==> config.mk <==
export PLATFORM = sky130hd
export DESIGN_NAME = ym_dbg_write
export DESIGN_NICKNAME = d
export VERILOG_FILES = /design/src/rtl/ym_dbg_write.sv
export SDC_FILE = /design/constraint.sdc
export NUM_CORES = 1
export LEC_CHECK = 0
export BUFFER_PORTS_ARGS = -buffer_cell sky130_fd_sc_hd__buf_2
export CORE_ASPECT_RATIO = 1.1
export CORE_MARGIN = 8
export CORE_UTILIZATION = 45
export DETAILED_ROUTE_END_ITERATION = 6
export PLACE_DENSITY_LB_ADDON = 0.15
export SYNTH_ARGS = -nofsm -noshare
export SYNTH_HDL_FRONTEND = slang
export SYNTH_SLANG_ARGS = --single-unit
==> constraint.sdc <==
create_clock -name MCLK -period 1.9 [get_ports MCLK]
set_input_delay 0.19 -clock MCLK [delete_from_list [all_inputs] [get_ports MCLK]]
set_output_delay 0.19 -clock MCLK [all_outputs]
set_load 0.02 [all_outputs]
==> src/rtl/ym_dbg_write.sv <==
// Serial-in, parallel-out debug write chain: assembles an LSB-first framed
// bit stream under c1/c2 two-phase enables and commits it to data_out.
module ym_dbg_write #(
  parameter int unsigned DATA_WIDTH = 8
) (
  input  logic                  MCLK,
  input  logic                  reset,
  input  logic                  c1,
  input  logic                  c2,
  input  logic                  start,
  input  logic                  sin,
  output logic                  sout,
  output logic [DATA_WIDTH-1:0] data_out,
  output logic                  busy,
  output logic                  done
);

  localparam int unsigned CW = $clog2(DATA_WIDTH + 1);

  localparam logic [1:0] ST_IDLE   = 2'd0;
  localparam logic [1:0] ST_SHIFT  = 2'd1;
  localparam logic [1:0] ST_COMMIT = 2'd2;

  logic [1:0]            state_q, state_d;
  logic [DATA_WIDTH-1:0] m_q, m_d;
  logic [DATA_WIDTH-1:0] s_q, s_d;
  logic [DATA_WIDTH-1:0] data_out_q, data_out_d;
  logic [CW-1:0]         cnt_q, cnt_d;
  logic                  done_q, done_d;
  logic                  capture;
  logic [CW-1:0]         cnt_inc;

  assign cnt_inc = cnt_q + CW'(1);

  // Next-state, capture/transfer and commit decode
  always_comb begin
    state_d    = state_q;
    m_d        = m_q;
    s_d        = s_q;
    data_out_d = data_out_q;
    cnt_d      = cnt_q;
    done_d     = 1'b0;
    capture    = 1'b0;

    case (state_q)
      ST_IDLE: begin
        if (c1 && start) begin
          capture = 1'b1;
          cnt_d   = CW'(1);
          state_d = ST_SHIFT;
        end
      end
      ST_SHIFT: begin
        if (c1) begin
          capture = 1'b1;
          if (start) begin
            cnt_d = CW'(1);
          end else begin
            cnt_d = cnt_inc;
            if (cnt_inc == CW'(DATA_WIDTH)) begin
              state_d = ST_COMMIT;
            end
          end
        end
      end
      ST_COMMIT: begin
        // c1 is ignored here, start included; only c2 finishes the frame
        if (c2) begin
          data_out_d = m_q;
          done_d     = 1'b1;
          cnt_d      = '0;
          state_d    = ST_IDLE;
        end
      end
      default: begin
        state_d = ST_IDLE;
      end
    endcase

    // Both phases on one edge: capture sees old slave, transfer sees old master
    if (capture) begin
      m_d = {sin, s_q[DATA_WIDTH-1:1]};
    end
    if (c2) begin
      s_d = m_q;
    end
  end

  always_ff @(posedge MCLK or negedge reset) begin
    if (!reset) begin
      state_q    <= ST_IDLE;
      m_q        <= '0;
      s_q        <= '0;
      data_out_q <= '0;
      cnt_q      <= '0;
      done_q     <= 1'b0;
    end else begin
      state_q    <= state_d;
      m_q        <= m_d;
      s_q        <= s_d;
      data_out_q <= data_out_d;
      cnt_q      <= cnt_d;
      done_q     <= done_d;
    end
  end

  assign sout     = s_q[0];
  assign busy     = (state_q != ST_IDLE);
  assign data_out = data_out_q;
  assign done     = done_q;

endmodule

Yosys cells after proc, flatten, opt, wreduce, memory -nomap -nowiden

Index checks and enable logic that the tools add are counted.

Bits in registers: 31
Bits of input ports: 6
Output and inout bits: 11

Add/sub/neg operators: 1
Eq/ne operators: 8
Mux-type cells: 16
Reductions and logical operators: 7

Operators with widths:

| kind                                                                   | number |
|---|---|
| 4-bit two-way mux                                                      | 4 |
| 4-bit case mux with 3 select lines                                     | 1 |
| 2-bit two-way mux                                                      | 5 |
| 2-bit inequality test (second input constant)                          | 5 |
| 2-bit case mux with 3 select lines                                     | 1 |
| 5-bit AND reduction                                                    | 1 |
| 4-bit by 1-bit adder with 4-bit output (second input constant)         | 1 |
| 4-bit equality test (second input constant)                            | 1 |
| 1-bit two-way mux                                                      | 4 |
| 4-bit AND reduction                                                    | 1 |
| 3-bit nonzero test                                                     | 1 |
| 2-bit by 1-bit equality test with 1-bit output (second input constant) | 1 |
| 2-bit equality test (second input constant)                            | 1 |
| 2-bit logical NOT                                                      | 1 |
| 1-bit case mux with 2 select lines                                     | 1 |
| 2-bit AND reduction                                                    | 1 |
| 2-bit nonzero test                                                     | 1 |
| 1-bit logical AND                                                      | 1 |

Depth between registers and ports, before layout

Gate-level depths: netlist of run 1.

Depth after elaboration: 6
Depth in mapped cells: 6
Gate-level depth less buffers: 6

Worst setup path before layout of run 1

Ideal clock, no wire load.

Path kind: reg2reg
Start: reg state_q[0]
End: reg cnt_q[0]
Setup time: 0.125 ns
Arrival: 1.565 ns
Required time: 1.775 ns
Setup slack: 0.210 ns
Cell stages (with the launch flop): 7
Clock period less this slack: 1.690 ns
Cell sequence: dfrtp_1 inv_1 ha_1 inv_1 o2111a_2 nor2b_4 mux2_4

Longest elaborated chain between the ends: 3
Elaborated cells on any way between the ends: 9
Those cells by class: 5 x eq/ne; 1 x mux; 3 x reduce/logical

RTL lines:

| item                                                                  | line | text |
|---|---|---|
| start, declared                                                       | 24   | `logic [1:0] state_q, state_d;` |
| start signal, assigned                                                | 98   | `state_q <= state_d;` |
| 2-bit equality test, or another cell as far along                     | 45   | `case (state_q)` |
| 2-bit inequality test (no line) or 3-bit nonzero test (tied branches) | --   |  |
| 4-bit AND reduction (no line)                                         | --   |  |
| end signal, assigned                                                  | 102  | `cnt_q <= cnt_d;` |
| end, declared                                                         | 28   | `logic [CW-1:0] cnt_q, cnt_d;` |

Several ways; a longest one is shown, not always the timed one.
A chain may end at the register's enable or synchronous reset.

Worst setup path after layout of run 1

Start: reg state_q[1]
End: reg cnt_q[1]

The elaborated chain is that of the path after synthesis.

==> qor.yml, run 1 <==
outcome:
  outcome: "completed"
global_route:
  grt_max_degree: 32
  grt.total_usage_pct: 11.3
  antenna_found_initial: 0
  grt_pass1_vias: 892
  grt_first_pass_wirelength_microns: 4110
  grt_overflow: 0
setup_path:
  rr_startpoint: "state_q[1]"
  cp_max_fo: 4
  cp.required_ps: 2120
  worstReg2RegEnd: "cnt_q[1]"
  cp-start-kind: "flip-flop"
  reg2reg_slack_ps: 160
  worstSetupEndpointType: "flip-flop"
  r2r_cells: 6
  criticalPathCategory: "flip-flop to flip-flop"
  critical_path_arrival_ps: 1960
pwr:
  intPower_mw: 1.75
  power.density_nw_per_um2: 1700
  swShare_pct: 34.8
  p_leak_nw: 0.750
  p_total_mw: 2.68
  ir_drop_v: 0.000757
  p_switching_mw: 0.935
  pwr-share-seq_pct: 42.6
  clkPwrFrac_pct: 16.0
  comb_power_share_pct: 41.4
min_path:
  holdPathStages: 2
  min_from: "sin"
  min-delay-path-class: "input pin to flip-flop"
  whs_endpoint: "m_q[7]"
layout:
  final_util_pct: 52.8
  layout.cells.non_filler: 156
  antennaDiodeCount: 0
  final_nets: 133
  areaGrowthSynthToFinish_pct: 13.7
  drive_gt1_share_pct: 43.4
synthesis:
  synth-edff-count: 0
  synth.distinct_cells: 23
  async_flop_share_pct: 100
  synth_nets: 110
  synth.avg_cell_area_sq_um: 14.2
  yosysMostFrequentCell: "dfrtp_1"
  ys_seq_area_share_pct: 55.8
  yosys_most_used_dff: "dfrtp_1"
  synth.cell_area_sq_um: 1390
  synthTopCellsByArea: "dfrtp_1 (56%), mux2_2 (19%), ha_1 (5.4%)"
  synthCells: 98
  synth_commonest_cells: "dfrtp_1 (31), mux2_2 (24), ha_1 (6), inv_1 (6), nand2_1 (6)"
  yosys_warnings: 0
  synth_area_leader_cell: "dfrtp_1"
  ys_ff_latch: 31
  synth.top_cell.area_share_pct: 55.8
route:
  viasPerCell: 5.29
  dr.pass1.iters: 4
  drcViolationCount: 0
  routed-via-count: 825
  ant_nets: 0
  totalWireLength_microns: 2430
  wl_per_cell_microns: 15.6
  drtIter0Drc: 27
timing:
  fmax_mhz: 575
  period_share_pct: 91.6
  maxSlewHeadroom_pct: 54.6
  rsz0062_at_grt: "false"
  layout_min_cycle_time_ps: 1740
  final-max-slew-violation-count: 0
  hold_viol_final: 0
  fin_ws_ps: 160
  setup_viol_count_final: 0
  fin_tns_setup_ps: 0
  skew_ps: 6.63
  worst_pin_slew_ps: 681
cts:
  cts-buffers-inserted: 5
  path_clk_slew_ps: 90
  clock_latency_ps: 320
  tritoncts: "built"
  postCtsHoldBufs: 1
  cts_resized: 0
  clock-sinks: 31
  ctsHtreeMaxLevel: 2
  clk_path_buf_depth: 2
  cts_root_buf: "clkbuf_4"
  post_cts_buffers: 0
placed_design:
  placed_cells: 147
  port_buffers: 16
  gp_congestion: 0.794
  dp_hpwl_microns: 1730
  dp_slack_ps: 165
floorplan:
  die_h_microns: 74.3
  num_rows: 21
  ios: 17
  coreArea_sq_um: 3000
  die_w_microns: 69.0
  dieArea_sq_um: 5130
  start_util_pct: 46.4
job:
  max_cap_viol_count: 0
[worst max path at each step]
stage | from | to | cells past startpoint
6_report | state_q[1] | cnt_q[1] | 6
5_1_grt | state_q[1] | cnt_q[1] | 6
4_1_cts | state_q[1] | cnt_q[1] | 6
3_5_place_dp | state_q[1] | cnt_q[1] | 6
3_3_place_gp | state_q[0] | cnt_q[1] | 6
2_1_floorplan | state_q[0] | cnt_q[0] | 6
[cells by family after synthesis]
kind of cell,share of synthesized area (%)
DFF,55.8
muxes,23.4
and+or+nand+nor,8.01
AOI/OAI and AO/OA,4.32
buffers and inverters,2.43
adders and majority gates,5.40
xor gates and xnor gates,0.630
[critical path: stages (launching register included)]
cell	delay [ps]
dfrtp_1	400
inv_1	90
ha_1	220
or2b_1	160
o2111a_2	240
nor2b_4	210
mux2_4	310
[placed cells by master, fill, tap and decap left out, types with 2 or more instances in the layout]
| cell | instances |
|---|---|
| dfrtp_1 | 31 |
| mux2_4 | 3 |
| buf_2 | 16 |
| nand2b_1 | 2 |
| clkbuf_8 | 2 |
| ha_1 | 6 |
| nand3b_1 | 2 |
| mux2_2 | 24 |
| inv_1 | 6 |
| nand2_1 | 6 |
| nor3b_1 | 4 |
| clkbuf_4 | 5 |
[layout make-up]
class	instances	area (sq um)
Inverter	6	22.5
Timing Repair Buffer	17	90.1
Tap cell	34	42.5
Sequential cell	31	776
Fill cell	278	1420
Clock buffer	8	68.8
Multi-Input combinational cell	60	581
[metrics by stage]
stage               hold slack (ps)  cell area [sq um]
finish                         99.6               1580
global route                   62.0               1580
CTS                            70.6               1580
detailed placement              274               1500
global placement                271               1500
floorplan                      -106               1390
[power groups by stage]
stage,combinational [mW],clock [mW],sequential (mW)
after global routing,1.21,0.489,1.19
after CTS,1.13,0.459,1.15
final,1.11,0.430,1.14
after detailed placement,1.12,0,1.17
after global placement,1.10,0,1.15
after floorplan,0.742,0,1.23
[flip-flops by register name, summed over array words and instances, names as in the netlist]
signal    cells
state_q       2
s_q           8
done          1
cnt_q         4
m_q           8
data_out      8
[layer usage]
metal / up-vias / GRT usage [%] / routed length, microns
met5: - / 0 / 0
met4: 0 / 7.37 / 40
met3: 6 / 5.72 / 118
met2: 19 / 16.6 / 1210
met1: 412 / 12.4 / 1060
li1: 388 / - / -
Note: power is estimated with default switching activity, not from simulation.
==> inputs of run 2 (changes only) <==
--- a/config.mk
+++ b/config.mk
@@ -5,12 +5,12 @@
 export SDC_FILE = /design/constraint.sdc
 export NUM_CORES = 1
 export LEC_CHECK = 0
+export ABC_AREA = 1
 export BUFFER_PORTS_ARGS = -buffer_cell sky130_fd_sc_hd__buf_2
 export CORE_ASPECT_RATIO = 1.1
 export CORE_MARGIN = 8
 export CORE_UTILIZATION = 45
 export DETAILED_ROUTE_END_ITERATION = 6
-export PLACE_DENSITY_LB_ADDON = 0.15
 export SYNTH_ARGS = -nofsm -noshare
 export SYNTH_HDL_FRONTEND = slang
 export SYNTH_SLANG_ARGS = --single-unit
==> qor.yml, run 2 <==
outcome:
  outcome: "completed"
global_route:
  grt.total_usage_pct: 11.2
  grt_max_degree: 32
  grt_pass1_vias: 1076
  grt_overflow: 0
  antenna_found_initial: 0
  grt_first_pass_wirelength_microns: 4570
cts:
  cts-buffers-inserted: 5
  clock_latency_ps: 320
  path_clk_slew_ps: 100
  ctsHtreeMaxLevel: 2
  cts_resized: 0
  tritoncts: "built"
  clock-sinks: 31
  cts_root_buf: "clkbuf_4"
  clk_path_buf_depth: 2
synthesis:
  async_flop_share_pct: 100
  yosys_most_used_dff: "dfrtp_1"
  ys_ff_latch: 31
  synth_nets: 166
  yosysMostFrequentCell: "nand2_1"
  synthTopCellsByArea: "dfrtp_1 (54%), nand2_1 (14%), o21ai_2 (6.1%)"
  ys_seq_area_share_pct: 54.4
  yosys_warnings: 0
  synth.distinct_cells: 19
  synth.top_cell.area_share_pct: 54.4
  synth-edff-count: 0
  synth.avg_cell_area_sq_um: 9.25
  synth_area_leader_cell: "dfrtp_1"
  synthCells: 154
  synth.cell_area_sq_um: 1430
  synth_commonest_cells: "nand2_1 (52), dfrtp_1 (31), inv_1 (19)"
floorplan:
  die_h_microns: 75.0
  coreArea_sq_um: 3050
  dieArea_sq_um: 5230
  start_util_pct: 46.8
  num_rows: 21
  ios: 17
  die_w_microns: 69.7
setup_path:
  cp-start-kind: "flip-flop"
  cp_max_fo: 16
  r2r_cells: 7
  crit_buf_inv: 2
  critical_path_arrival_ps: 1750
  crit_slowest_cell: "dfrtp_1"
  crit_path_cell_trace: "inv_1 > ha_1 > inv_1 > o21ai_2 > nand2_2 > nor2_1 > a21oi_2"
  crit_family: "simple AND/OR/NAND/NOR gates"
  criticalPathCategory: "flip-flop to flip-flop"
  cp.depth: 7
  path_common_cell: "inv_1"
  worstSetupEndpointType: "flip-flop"
  max_stage_delay_ps: 420
  cp.required_ps: 2110
placed_design:
  gp_congestion: 0.890
  placed_cells: 202
  port_buffers: 16
  dp_hpwl_microns: 1970
pwr:
  intPower_mw: 1.57
  clkPwrFrac_pct: 20.7
  comb_power_share_pct: 38.1
  swShare_pct: 39.5
  pwr-share-seq_pct: 41.2
  ir_drop_v: 0.000879
  p_switching_mw: 1.02
  p_total_mw: 2.59
  p_leak_nw: 0.873
  power.density_nw_per_um2: 1590
timing:
  maxSlewHeadroom_pct: 55.3
  worst_pin_slew_ps: 671
  period_share_pct: 80.9
  fin_tns_setup_ps: 0
  rsz0062_at_grt: "false"
  skew_ps: 6.31
  final-max-slew-violation-count: 0
  layout_min_cycle_time_ps: 1540
  hold_viol_final: 0
  fmax_mhz: 650
  setup_viol_count_final: 0
job:
  max_cap_viol_count: 0
layout:
  most-common-layout-cells: "nand2_1 (52), dfrtp_1 (31), inv_1 (19)"
  drive_gt1_share_pct: 26.0
  final_common_cell: "nand2_1"
  areaGrowthSynthToFinish_pct: 14.6
  final_nets: 188
  antennaDiodeCount: 0
  layout.cells.non_filler: 211
route:
  ant_nets: 0
  wl_per_cell_microns: 12.2
  drtIter0Drc: 67
  routed-via-count: 1030
  dr.pass1.iters: 4
  drcViolationCount: 0
  viasPerCell: 4.88
  totalWireLength_microns: 2580
min_path:
  holdPathStages: 3
  min-delay-path-class: "input pin to flip-flop"
[run 2: cell count changes in the layout (fill, tap and decap cells not counted), sizes merged, moves of 4 or more]
cell	delta
mux2	-27
nor3b	-4
o21ai	+19
nand3	+7
inv	+16
nand2	+50
[run 2: area by class of cell]
type,instances,area (sq um)
Sequential cell,31,776
Tap cell,34,42.5
Clock inverter,2,35.0
Fill cell,294,1420
Multi-Input combinational cell,98,548
Timing Repair Buffer,18,97.6
Inverter,22,82.6
Clock buffer,6,51.3
[run 2: worst paths after layout]
path / from / end / slack, ps
worst min-delay path: sin / m_q[7] / 120
min in group asynchronous: reset / state_q[1] / 430
max in group asynchronous: reset / m_q[5] / 1030
worst max-delay path: state_q[1] / m_q[7] / 360
worst min register to register: data_out[5] / data_out[5] / 480
worst max register to register: state_q[1] / m_q[7] / 360
[run 2: logic make-up after synthesis]
logic type                 count (synthesis)  synth area share (%)
buffers and inverters                     25                  7.11
AOI/OAI and AO/OA                         23                  11.7
DFF                                       31                  54.4
and+or+nand+nor                           69                  21.5
adders and majority gates                  6                  5.27
[run 2: routing by layer]
metal / up-vias / track usage (%) / wire length [microns] / part of all wire [%]
met1: 485 / 11.4 / 1160 / 45
met4: 0 / 6.03 / 42 / 1.6
met5: - / 0 / 0 / 0
met2: 13 / 18.9 / 1280 / 50
met3: 6 / 5.53 / 98 / 3.8
li1: 526 / - / - / -
[run 2: through the flow]
| stage | cell area [sq um] | setup WS (ps) | hold WS (ps) | util, % |
|---|---|---|---|---|
| 5_1_grt | 1630 | 239 | 91.2 | 53.6 |
| 3_3_place_gp | 1540 | 435 | 256 | 50.4 |
| 3_5_place_dp | 1540 | 371 | 277 | 50.4 |
| 4_1_cts | 1630 | 347 | 95.4 | 53.6 |
| 6_report | 1630 | 362 | 117 | 53.6 |
| 2_1_floorplan | 1430 | 481 | -106 | - |
[run 2: worst register-to-register path, delay by kind of cell, from the launching register on]
kind / cells / cell delay, ps
AOI/OAI and AO/OA: 2 / 110
buffers and inverters: 2 / 220
adders and majority gates: 1 / 250
DFF: 1 / 420
and+or+nand+nor: 2 / 430
[run 2: power groups by stage]
| stage | Sequential [mW] | Clock (mW) | Combinational, mW |
|---|---|---|---|
| after floorplan | 1.14 | 0 | 0.676 |
| after global placement | 1.07 | 0 | 0.978 |
| after detailed placement | 1.08 | 0 | 1.00 |
| after CTS | 1.07 | 0.549 | 1.01 |
| after global routing | 1.10 | 0.583 | 1.12 |
| final | 1.07 | 0.536 | 0.988 |
[run 2: what timing repair did]
item,in CTS,in global routing
endpoints found under the hold margin,31,0
setup buffers,0,0
hold buffers,1,0
